File: src/rtl/axi_wr_lim_pkg.sv
// Shared types, widths and AXI encodings for the AXI write-flood limiter.
package axi_wr_lim_pkg;

    localparam int unsigned OT_W    = 8;
    localparam int unsigned BUD_W   = 16;
    localparam int unsigned STAT_W  = 32;
    localparam int unsigned LEN_W   = 8;
    localparam int unsigned BEATS_W = LEN_W + 1;

    typedef enum logic [1:0] {
        OPEN         = 2'd0,
        LIMIT_OT     = 2'd1,
        LIMIT_BUDGET = 2'd2
    } throttle_state_e;

    localparam logic [1:0] BURST_FIXED = 2'b00;
    localparam logic [1:0] BURST_INCR  = 2'b01;
    localparam logic [1:0] BURST_WRAP  = 2'b10;

    localparam logic [1:0] RESP_OKAY   = 2'b00;
    localparam logic [1:0] RESP_EXOKAY = 2'b01;
    localparam logic [1:0] RESP_SLVERR = 2'b10;
    localparam logic [1:0] RESP_DECERR = 2'b11;

    // Beats in a burst: AxLEN + 1, widened so len=255 gives 256.
    function automatic logic [BEATS_W-1:0] burst_beats(input logic [LEN_W-1:0] len);
        return BEATS_W'(len) + BEATS_W'(1);
    endfunction

endpackage

File: src/rtl/axi_wr_token_bucket.sv
// Per-window beat budget: free-running window counter, reload on wrap, consume on AW.
module axi_wr_token_bucket
    import axi_wr_lim_pkg::*;
#(
    parameter int unsigned BEAT_BUDGET   = 512,
    parameter int unsigned WINDOW_CYCLES = 4096
) (
    input  logic             clk,
    input  logic             rst_n,
    input  logic             consume,
    input  logic [LEN_W-1:0] awlen,
    output logic [BUD_W-1:0] budget_left,
    output logic             budget_ok_c
);

    localparam int unsigned WIN_W = $clog2(WINDOW_CYCLES);
    localparam int unsigned CMP_W = BUD_W + 1;
    localparam logic [WIN_W-1:0] WIN_LAST = WIN_W'(WINDOW_CYCLES - 1);
    localparam logic [BUD_W-1:0] BUD_FULL = BUD_W'(BEAT_BUDGET);

    logic [WIN_W-1:0]   win_q;
    logic [BEATS_W-1:0] beats;
    logic [BUD_W-1:0]   base;
    logic [BUD_W-1:0]   budget_d;
    logic               wrap;

    // Wrap-cycle handshakes consume from the fresh budget, not the old one.
    always_comb begin
        beats       = burst_beats(awlen);
        wrap        = (win_q == WIN_LAST);
        budget_ok_c = (CMP_W'(budget_left) >= CMP_W'(beats));
        base        = wrap ? BUD_FULL : budget_left;
        budget_d    = consume ? (base - BUD_W'(beats)) : base;
    end

    always_ff @(posedge clk or negedge rst_n) begin
        if (!rst_n) begin
            win_q       <= '0;
            budget_left <= BUD_FULL;
        end else begin
            win_q       <= wrap ? '0 : (win_q + WIN_W'(1));
            budget_left <= budget_d;
        end
    end

endmodule

File: src/rtl/axi_wr_flood_limiter.sv
// AXI4 write-channel regulator: caps outstanding writes and per-window beats,
// keeps W behind its AW, and flags sustained AW blocking as a flood.
module axi_wr_flood_limiter
    import axi_wr_lim_pkg::*;
#(
    parameter int unsigned ADDR_W          = 32,
    parameter int unsigned DATA_W          = 32,
    parameter int unsigned ID_W            = 4,
    parameter int unsigned MAX_OUTSTANDING = 4,
    parameter int unsigned BEAT_BUDGET     = 512,
    parameter int unsigned WINDOW_CYCLES   = 4096,
    parameter int unsigned FLOOD_THRESH    = 64
) (
    input  logic                  clk_100MHz,
    input  logic                  reset_rtl_0,

    input  logic [ID_W-1:0]       s_awid,
    input  logic [ADDR_W-1:0]     s_awaddr,
    input  logic [7:0]            s_awlen,
    input  logic [2:0]            s_awsize,
    input  logic [1:0]            s_awburst,
    input  logic                  s_awvalid,
    output logic                  s_awready,

    output logic [ID_W-1:0]       m_awid,
    output logic [ADDR_W-1:0]     m_awaddr,
    output logic [7:0]            m_awlen,
    output logic [2:0]            m_awsize,
    output logic [1:0]            m_awburst,
    output logic                  m_awvalid,
    input  logic                  m_awready,

    input  logic [DATA_W-1:0]     s_wdata,
    input  logic [DATA_W/8-1:0]   s_wstrb,
    input  logic                  s_wlast,
    input  logic                  s_wvalid,
    output logic                  s_wready,

    output logic [DATA_W-1:0]     m_wdata,
    output logic [DATA_W/8-1:0]   m_wstrb,
    output logic                  m_wlast,
    output logic                  m_wvalid,
    input  logic                  m_wready,

    input  logic [ID_W-1:0]       m_bid,
    input  logic [1:0]            m_bresp,
    input  logic                  m_bvalid,
    output logic                  m_bready,

    output logic [ID_W-1:0]       s_bid,
    output logic [1:0]            s_bresp,
    output logic                  s_bvalid,
    input  logic                  s_bready,

    input  logic                  clr_stats,
    output logic [1:0]            throttle_state,
    output logic [OT_W-1:0]       outstanding_cnt,
    output logic [BUD_W-1:0]      budget_left,
    output logic [STAT_W-1:0]     throttle_cycles,
    output logic                  flood_flag
);

    localparam int unsigned RUN_W = $clog2(FLOOD_THRESH + 1);
    localparam logic [RUN_W-1:0] RUN_MAX = RUN_W'(FLOOD_THRESH);
    localparam logic [OT_W-1:0]  OT_MAX  = OT_W'(MAX_OUTSTANDING);

    logic              ot_full_c;
    logic              budget_ok_c;
    logic              allow_c;
    logic              w_open_c;
    logic              aw_hs_c;
    logic              wlast_hs_c;
    logic              b_hs_c;
    logic              blocked_c;

    logic [OT_W-1:0]   wpend_q;
    logic [OT_W-1:0]   wpend_d;
    logic [OT_W-1:0]   ot_d;
    throttle_state_e   state_q;
    throttle_state_e   state_d;
    logic [RUN_W-1:0]  run_q;
    logic [RUN_W-1:0]  run_d;
    logic [STAT_W-1:0] thr_d;
    logic              flood_d;

    assign m_awid    = s_awid;
    assign m_awaddr  = s_awaddr;
    assign m_awlen   = s_awlen;
    assign m_awsize  = s_awsize;
    assign m_awburst = s_awburst;
    assign m_wdata   = s_wdata;
    assign m_wstrb   = s_wstrb;
    assign m_wlast   = s_wlast;
    assign s_bid     = m_bid;
    assign s_bresp   = m_bresp;
    assign s_bvalid  = m_bvalid;
    assign m_bready  = s_bready;

    // Handshake gating; reset low forces every gated valid/ready to 0.
    assign ot_full_c  = (outstanding_cnt >= OT_MAX);
    assign allow_c    = !ot_full_c && budget_ok_c;
    assign m_awvalid  = reset_rtl_0 & s_awvalid & allow_c;
    assign s_awready  = reset_rtl_0 & m_awready & allow_c;
    assign w_open_c   = reset_rtl_0 & (wpend_q != '0);
    assign m_wvalid   = s_wvalid & w_open_c;
    assign s_wready   = m_wready & w_open_c;

    assign aw_hs_c    = s_awvalid & s_awready;
    assign wlast_hs_c = s_wvalid & s_wready & s_wlast;
    assign b_hs_c     = m_bvalid & s_bready & (outstanding_cnt != '0);
    assign blocked_c  = s_awvalid & ~allow_c;
    assign throttle_state = state_q;

    axi_wr_token_bucket #(
        .BEAT_BUDGET   (BEAT_BUDGET),
        .WINDOW_CYCLES (WINDOW_CYCLES)
    ) u_bucket (
        .clk         (clk_100MHz),
        .rst_n       (reset_rtl_0),
        .consume     (aw_hs_c),
        .awlen       (s_awlen),
        .budget_left (budget_left),
        .budget_ok_c (budget_ok_c)
    );

    always_comb begin
        ot_d    = outstanding_cnt;
        wpend_d = wpend_q;
        state_d = OPEN;
        thr_d   = throttle_cycles;
        run_d   = run_q;
        flood_d = flood_flag;

        case ({aw_hs_c, b_hs_c})
            2'b10:   ot_d = outstanding_cnt + OT_W'(1);
            2'b01:   ot_d = outstanding_cnt - OT_W'(1);
            default: ot_d = outstanding_cnt;
        endcase

        case ({aw_hs_c, wlast_hs_c})
            2'b10:   wpend_d = wpend_q + OT_W'(1);
            2'b01:   wpend_d = wpend_q - OT_W'(1);
            default: wpend_d = wpend_q;
        endcase

        if (s_awvalid && ot_full_c) begin
            state_d = LIMIT_OT;
        end else if (s_awvalid && !budget_ok_c) begin
            state_d = LIMIT_BUDGET;
        end

        // Clear beats a coincident blocked cycle.
        if (clr_stats) begin
            thr_d   = '0;
            run_d   = '0;
            flood_d = 1'b0;
        end else if (blocked_c) begin
            if (throttle_cycles != '1) begin
                thr_d = throttle_cycles + STAT_W'(1);
            end
            if (run_q != RUN_MAX) begin
                run_d = run_q + RUN_W'(1);
            end
            if (run_d >= RUN_MAX) begin
                flood_d = 1'b1;
            end
        end else begin
            run_d = '0;
        end
    end

    always_ff @(posedge clk_100MHz or negedge reset_rtl_0) begin
        if (!reset_rtl_0) begin
            outstanding_cnt <= '0;
            wpend_q         <= '0;
            state_q         <= OPEN;
            throttle_cycles <= '0;
            run_q           <= '0;
            flood_flag      <= 1'b0;
        end else begin
            outstanding_cnt <= ot_d;
            wpend_q         <= wpend_d;
            state_q         <= state_d;
            throttle_cycles <= thr_d;
            run_q           <= run_d;
            flood_flag      <= flood_d;
        end
    end

endmodule
File: config.mk
export PLATFORM = sky130hd
export DESIGN_NAME = axi_wr_flood_limiter
export DESIGN_NICKNAME = d
export VERILOG_FILES = /design/src/rtl/axi_wr_lim_pkg.sv /design/src/rtl/axi_wr_token_bucket.sv /design/src/rtl/axi_wr_flood_limiter.sv
export SDC_FILE = /design/constraint.sdc
export NUM_CORES = 1
export LEC_CHECK = 0
export ABC_AREA = 1
export CAP_MARGIN = 10
export CORE_AREA = 2 2 136 138
export DETAILED_ROUTE_END_ITERATION = 12
export DIE_AREA = 0 0 138 140
export PLACE_DENSITY = 0.72
export SLEW_MARGIN = 15
export SYNTH_ARGS = -nofsm -noshare
export SYNTH_HDL_FRONTEND = slang
export SYNTH_SLANG_ARGS = --single-unit
File: constraint.sdc
create_clock -name clk_100MHz -period 3.9 [get_ports clk_100MHz]
set_clock_uncertainty 0.1 [all_clocks]
set_input_delay 0.78 -clock clk_100MHz [delete_from_list [all_inputs] [get_ports clk_100MHz]]
set_output_delay 0.78 -clock clk_100MHz [all_outputs]
set_load 0.03 [all_outputs]
Word-level counts from Yosys, hierarchy flattened:

Cells that the tools add are included.

* $lt $le $gt $ge: 3
* reduce and logical (&&, ||, !) cells: 14
* equal/unequal tests: 7
* bitwise logic cells: 14
* mux-type cells: 18
* add/subtract/negate cells: 9

Operator list (number)
* 32-bit 2-to-1 mux: 3
* 7-bit 2-to-1 mux: 5
* 32-bit by 1-bit adder with 32-bit output, second input constant: 1
* 16-bit 2-to-1 mux: 2
* 32-bit != test, second input constant: 1
* 8-bit case mux with 2 select lines: 2
* 8-bit by 1-bit adder with 8-bit output, second input constant: 2
* 16-bit by 9-bit >= comparator with 1-bit output: 1
* 8-bit nonzero test: 2
* 16-bit by 9-bit subtractor with 16-bit output: 1
* 8-bit by 1-bit subtractor with 8-bit output, second input constant: 2
* 1-bit bitwise AND: 13
* 12-bit by 1-bit adder with 12-bit output, second input constant: 1
* 12-bit equality test, second input constant: 1
* 12-bit 2-to-1 mux: 1
* 2-bit nonzero test: 5
* 8-bit by 1-bit adder with 9-bit output, second input constant: 1
* 8-bit by 3-bit >= comparator with 1-bit output, second input constant: 1
* 7-bit by 1-bit adder with 7-bit output, second input constant: 1
* 7-bit >= comparator, second input constant: 1
* 7-bit != test, second input constant: 1
* 2-bit by 1-bit equality test with 1-bit output, second input constant: 2
* 2-bit equality test, second input constant: 2
* 2-bit 2-to-1 mux: 2
* other kinds (5): 11

* output and inout bits: 157
* logic and storage cells: 73
* bits in registers: 86
* input port bits: 101

Longest topological paths before layout:

Gate-level depths: netlist of the first run.

* depth after elaboration: 11
* gate-level depth with buffers: 29
* depth with buffers taken out: 28

By module:

A second synthesis of the first run with hierarchy kept.

* cell total of the unflattened synthesis: 1002
* area total of the unflattened synthesis: 6937.9 sq um

By module, submodules not included
* axi_wr_flood_limiter: sequential area each 1451.4 sq um, times used 1, area an instance 4697.0 sq um, cells an instance 684
* axi_wr_token_bucket: sequential area each 701.9 sq um, times used 1, area an instance 2240.9 sq um, cells an instance 318

Least setup slack after synthesis of the first run:

Ideal clock, no wire load.

* path kind: input-to-reg
* start: input s_awlen[0]
* end: register wpend_q[6]
* data arrival time: 3.899 ns
* buffers on the path: 1
* stages on the path: 27
* slack: -0.230 ns
* library setup time: 0.131 ns
* cells stage by stage: ha_1 xnor2_1 ha_1 nand2_1 nor2_1 nor2_1 nand2_1 nand2_1 nand3_1 nand2_1 nand2_1 nand2_1 nand2_2 nand3_2 buf_2 ha_1 inv_1 fa_1 inv_1 nand2_1 a21boi_0 o21ai_0 nand2_1 a21o_1 o21ai_0 a21oi_1 a21oi_1

* longest elaborated chain between the ends: 7

RTL lines
* from (decl): RTL line axi_wr_flood_limiter.sv:19 `input logic [7:0] s_awlen,`
* 8-bit by 1-bit adder with 9-bit output (*): RTL line axi_wr_lim_pkg.sv:27 `return BEATS_W'(len) + BEATS_W'(1);`
* 16-bit by 9-bit >= comparator with 1-bit output (*): RTL line axi_wr_token_bucket.sv:31 `budget_ok_c = (CMP_W'(budget_left) >= CMP_W'(beats));`
* 1-bit logical AND (*): RTL line axi_wr_flood_limiter.sv:101 `assign allow_c = !ot_full_c && budget_ok_c;`
* 1-bit bitwise AND (*): RTL line axi_wr_flood_limiter.sv:103 `assign s_awready = reset_rtl_0 & m_awready & allow_c;`
* 1-bit bitwise AND (*): RTL line axi_wr_flood_limiter.sv:108 `assign aw_hs_c = s_awvalid & s_awready;`
* 2-bit by 1-bit equality test with 1-bit output / 2-bit equality test (equally long branches): RTL line axi_wr_flood_limiter.sv:140 `case ({aw_hs_c, wlast_hs_c})`
* 8-bit case mux with 2 select lines / 2-bit nonzero test (equally long branches)
* to (signal assigned): RTL line axi_wr_flood_limiter.sv:182 `wpend_q <= wpend_d;`
* to (decl): RTL line axi_wr_flood_limiter.sv:76 `logic [OT_W-1:0] wpend_q;`

Mark *: on every way between the ends. The rest lies on a longest branch, timed or not.
A chain may end at the register's enable or synchronous reset.

Final worst setup path of the first run:

* start: input s_awlen[2]
* end: output s_awready

* longest elaborated chain between the ends: 4

RTL lines
* 8-bit by 1-bit adder with 9-bit output: RTL line axi_wr_lim_pkg.sv:27
* 16-bit by 9-bit >= comparator with 1-bit output: RTL line axi_wr_token_bucket.sv:31
* 1-bit logical AND: RTL line axi_wr_flood_limiter.sv:101
* 1-bit bitwise AND: RTL line axi_wr_flood_limiter.sv:103
* to (decl): RTL line axi_wr_flood_limiter.sv:23 `output logic s_awready,`

No other way between the ends.

==> results.sh, run 1 <==
export IMPL_worst_setup_hold_path_clk_slew_ps=70
export IMPL_fin_crit_ps=3730
export IMPL_power_density_nw_per_um2=502
export IMPL_dp_cells=1255
export IMPL_utilization=0.468
export IMPL_setup_slack_ps=169
export IMPL_diodes=0
export IMPL_floorplan_die_width_um=138
export IMPL_worst_r2r_startpoint="u_bucket.budget_left[1]$_DFF_PN0_"
export IMPL_holdCritPathClass="input pin to asynchronous set/reset pin"
export IMPL_mostFrequentLayoutCell="nand2_1"
export IMPL_worst_endpoint_arrival_ps=2850
export IMPL_clockRootBuffer="clkbuf_16"
export IMPL_layoutNonFillerInstCount=1276
export IMPL_finalHoldViolCount=0
export IMPL_clkSinkCount=86
export IMPL_cts_max_path_buffers=2
export IMPL_layout_cells_most_common_list="nand2_1 (274), inv_1 (115), nor2_1 (99)"
export IMPL_final_weighted_congestion_in_routability_driven_placement=0.928
export IMPL_power_clock_fraction=0.229
export IMPL_setup_worst_path_end_class="output port"
export IMPL_grt_remaining_overflow=0
export IMPL_cellLeakagePower_nw=4.08
export IMPL_synth_edff_count=0
export IMPL_seq_area_um2=2150
export IMPL_area_growth_synth_to_final_pct=18.5
export IMPL_wire_length_of_the_first_global_routing_pass_um=28200
export IMPL_port_buffers=91
export IMPL_power_frac_seq=0.291
export IMPL_layout_filler_cells=1799
export IMPL_number_of_antenna_violating_nets_in_the_routed_design=0
export IMPL_tritoncts="built"
export IMPL_worst_ep_required_time_ps=3020
export IMPL_post_synth_net_total=1147
export IMPL_cts_max_level=3
export IMPL_num_rows=49
export IMPL_fmax_mhz=268
export IMPL_total_via_count_in_the_routed_design=6251
export IMPL_synth_cells=1008
export IMPL_outcome="finished clean"
export IMPL_timing_setup_critical_path_class="input pin to output port"
export IMPL_max_slew_worst_pin_slew_ps=885
export IMPL_synth_cell_types=44
export IMPL_drt_iter0_markers=299
export IMPL_cts_hold_repair_buffers=0
export IMPL_cp_start_kind="input pin"
export IMPL_avgRoutedWirePerCell_um=13.2
export IMPL_hold_worst_slack_ps=212
export IMPL_finalSetupViolCount=0
export IMPL_clock_insertion_delay_at_the_later_pin_of_the_skew_report_ps=350
export IMPL_detail_route_first_pass_iterations=5
export IMPL_synth_yosys_warnings=0
export IMPL_worst_r2r_setup_slack_ps=750
export IMPL_power_report_internal_total_mw=2.45
export IMPL_dominantRegCellSynth="dfrtp_1"
export IMPL_route_detailed_vias_per_inst=4.90
export IMPL_period_share=0.957
export IMPL_initial_utilization=0.395
export IMPL_vias_in_the_first_global_route=5984
export IMPL_crit_reg2reg_capture="outstanding_cnt[6]$_DFFE_PN0P_"
export IMPL_reg2regPathDepth=24
export IMPL_net_switching_power_mw=1.73
export IMPL_grtUsageTotal=0.175
export IMPL_synth_seq_cells=86
export IMPL_largest_net_degree_at_the_start_of_global_routing=69
export IMPL_antenna_found_initial=0
export IMPL_vdd_ir_drop_max_mv=0.367
export IMPL_floorplan_die_height_um=140
export IMPL_drcViolationCount=0
export IMPL_drive_gt1_frac=0.126
export IMPL_fp_dieArea_um2=19300
export IMPL_dp_worst_setup_slack_ps=-589
export IMPL_numCtsBuffers=9
export IMPL_multiInputGateArea_um2=3830
export IMPL_power_mw=4.17
export IMPL_swShare=0.414
export IMPL_floorplan_io_pins=258
export IMPL_dp_final_hpwl_um=12400
export IMPL_post_layout_nets=1182
export IMPL_route_final_wire_length_um=16900
export IMPL_synth_area_um2=7020
export IMPL_critPathMaxFanout=2
export IMPL_core_region_area_um2=17800
export IMPL_timing_final_max_slew_violations=0
export IMPL_maxCapViolCount=0
export IMPL_sequential_element_share_of_the_synthesized_area=0.307
export IMPL_syn_avg_cell_area_um2=6.96
export IMPL_share_of_flip_flops_with_an_asynchronous_set_or_reset=1.00
export IMPL_share_comb_of_total_power=0.480
export IMPL_timing_max_slew_rel_slack=0.410
==> through the flow <==
step | instance area [µm²] | TNS, ps
floorplan | 7060 | 0
global placement | 7770 | -2840
detailed placement | 7770 | -3740
CTS | 8160 | 0
global route | 8320 | -110
finish | 8320 | 0
==> synthesized netlist by cell type, types with 2 or more instances <==
library cell  number  share of area
o21ai_0           27          0.019
nor3_1            28          0.020
nor4_1             5         0.0045
nor3b_1            3         0.0032
xor2_1            32          0.040
dfrtp_1           85           0.30
o21ai_1            2         0.0014
o22ai_1            3         0.0027
xnor2_1           16          0.020
nand2_2            2         0.0018
or2_2              2         0.0018
inv_1            118          0.063
nand2_4            2         0.0032
a21o_1             2         0.0021
nand3_1           80          0.057
nor2_1           102          0.055
buf_2              5         0.0036
clkbuf_1          13         0.0070
ha_1              35          0.062
buf_4             97           0.10
fa_1               3         0.0086
a21boi_0           3         0.0032
and3_1             2         0.0018
nor3_2             5         0.0071
nand3_2            3         0.0043
a21oi_1           18          0.013
nand2_1          281           0.15
nand4_1           15          0.013
nor2_2             4         0.0036
==> power by group through the flow <==
stage / logic [mW] / clock network, mW / registers (mW)
after floorplan: 1.24 / 0 / 1.39
after global placement: 1.84 / 0 / 1.22
after detailed placement: 1.87 / 0 / 1.22
after CTS: 1.91 / 0.986 / 1.21
after global routing: 2.24 / 1.02 / 1.24
final: 2.00 / 0.956 / 1.21
==> how the worst max path moves through the flow <==
stage	depth (start not counted)	slack, ps	to	from
6_report	19	170	s_awready	s_awlen[2]
5_1_grt	27	-50	outstanding_cnt[6]$_DFFE_PN0P_	s_awlen[2]
4_1_cts	27	20	outstanding_cnt[7]$_DFFE_PN0P_	s_awlen[4]
3_5_place_dp	29	-590	outstanding_cnt[7]$_DFFE_PN0P_	s_awlen[0]
3_3_place_gp	29	-460	outstanding_cnt[7]$_DFFE_PN0P_	s_awlen[0]
2_1_floorplan	27	20	wpend_q[6]$_DFFE_PN0P_	s_awlen[0]
==> area by class of cell <==
class                      instances  area share
sequential                        86       0.259
inverter                         120      0.0542
multi-input combinational        686       0.460
tap                              229      0.0344
timing repair buffer             140       0.154
clock buffer                      10      0.0287
clock inverter                     5     0.00993
==> flip-flops by register name (all words and copies together), names as in the netlist <==
name,cells
wpend_q,8
u_bucket.win_q,12
u_bucket.budget_left,16
throttle_state,2
flood_flag,1
run_q,7
throttle_cycles,32
outstanding_cnt,8
==> what timing repair did <==
item	CTS	global route
cloned	0	0
hold endpoints to repair	0	0
pin swaps	9	19
resized for setup	15	38
setup endpoints to repair	6	8
buffers inserted	2	4
==> routing by layer <==
layer	up-vias	part of all wire	global-route usage
met3	17	0.054	0.0352
met5	-	0	0
met2	173	0.48	0.293
met4	0	0.016	0.0591
li1	3163	-	-
met1	2898	0.45	0.226
==> cell families (layout without fill, tap and decap cells) <==
family          after synthesis  after routing  share of synthesized area
simple gates                539            539                      0.335
buf+inv                     236            275                      0.179
flops                        86             86                      0.307
compound gates               61             61                     0.0487
xor+xnor                     48             48                     0.0599
fa+ha+maj                    38             38                     0.0709
==> critical path, cell delays in order <==
cell and delay [ps]:
dlygate4sd2_1 230, nand3_2 130, nor2_4 120, nand2_2 70, xor2_2 190, ha_1 300, nand2_1 70, inv_1 30
nand2_1 60, nand3_1 70, nand2_1 70, nand2_2 60, nand2_2 80, nand2_2 70, buf_4 130, buf_4 130
nand2_4 60, nor2_4 50, buf_12 140
Note: power is estimated with default switching activity, not from simulation.
==> run 2: changes to the inputs <==
SLEW_MARGIN = 20   (was 15)
==> results of run 2 <==
No change in the layout: final DEF, timing and power equal those of run 1.
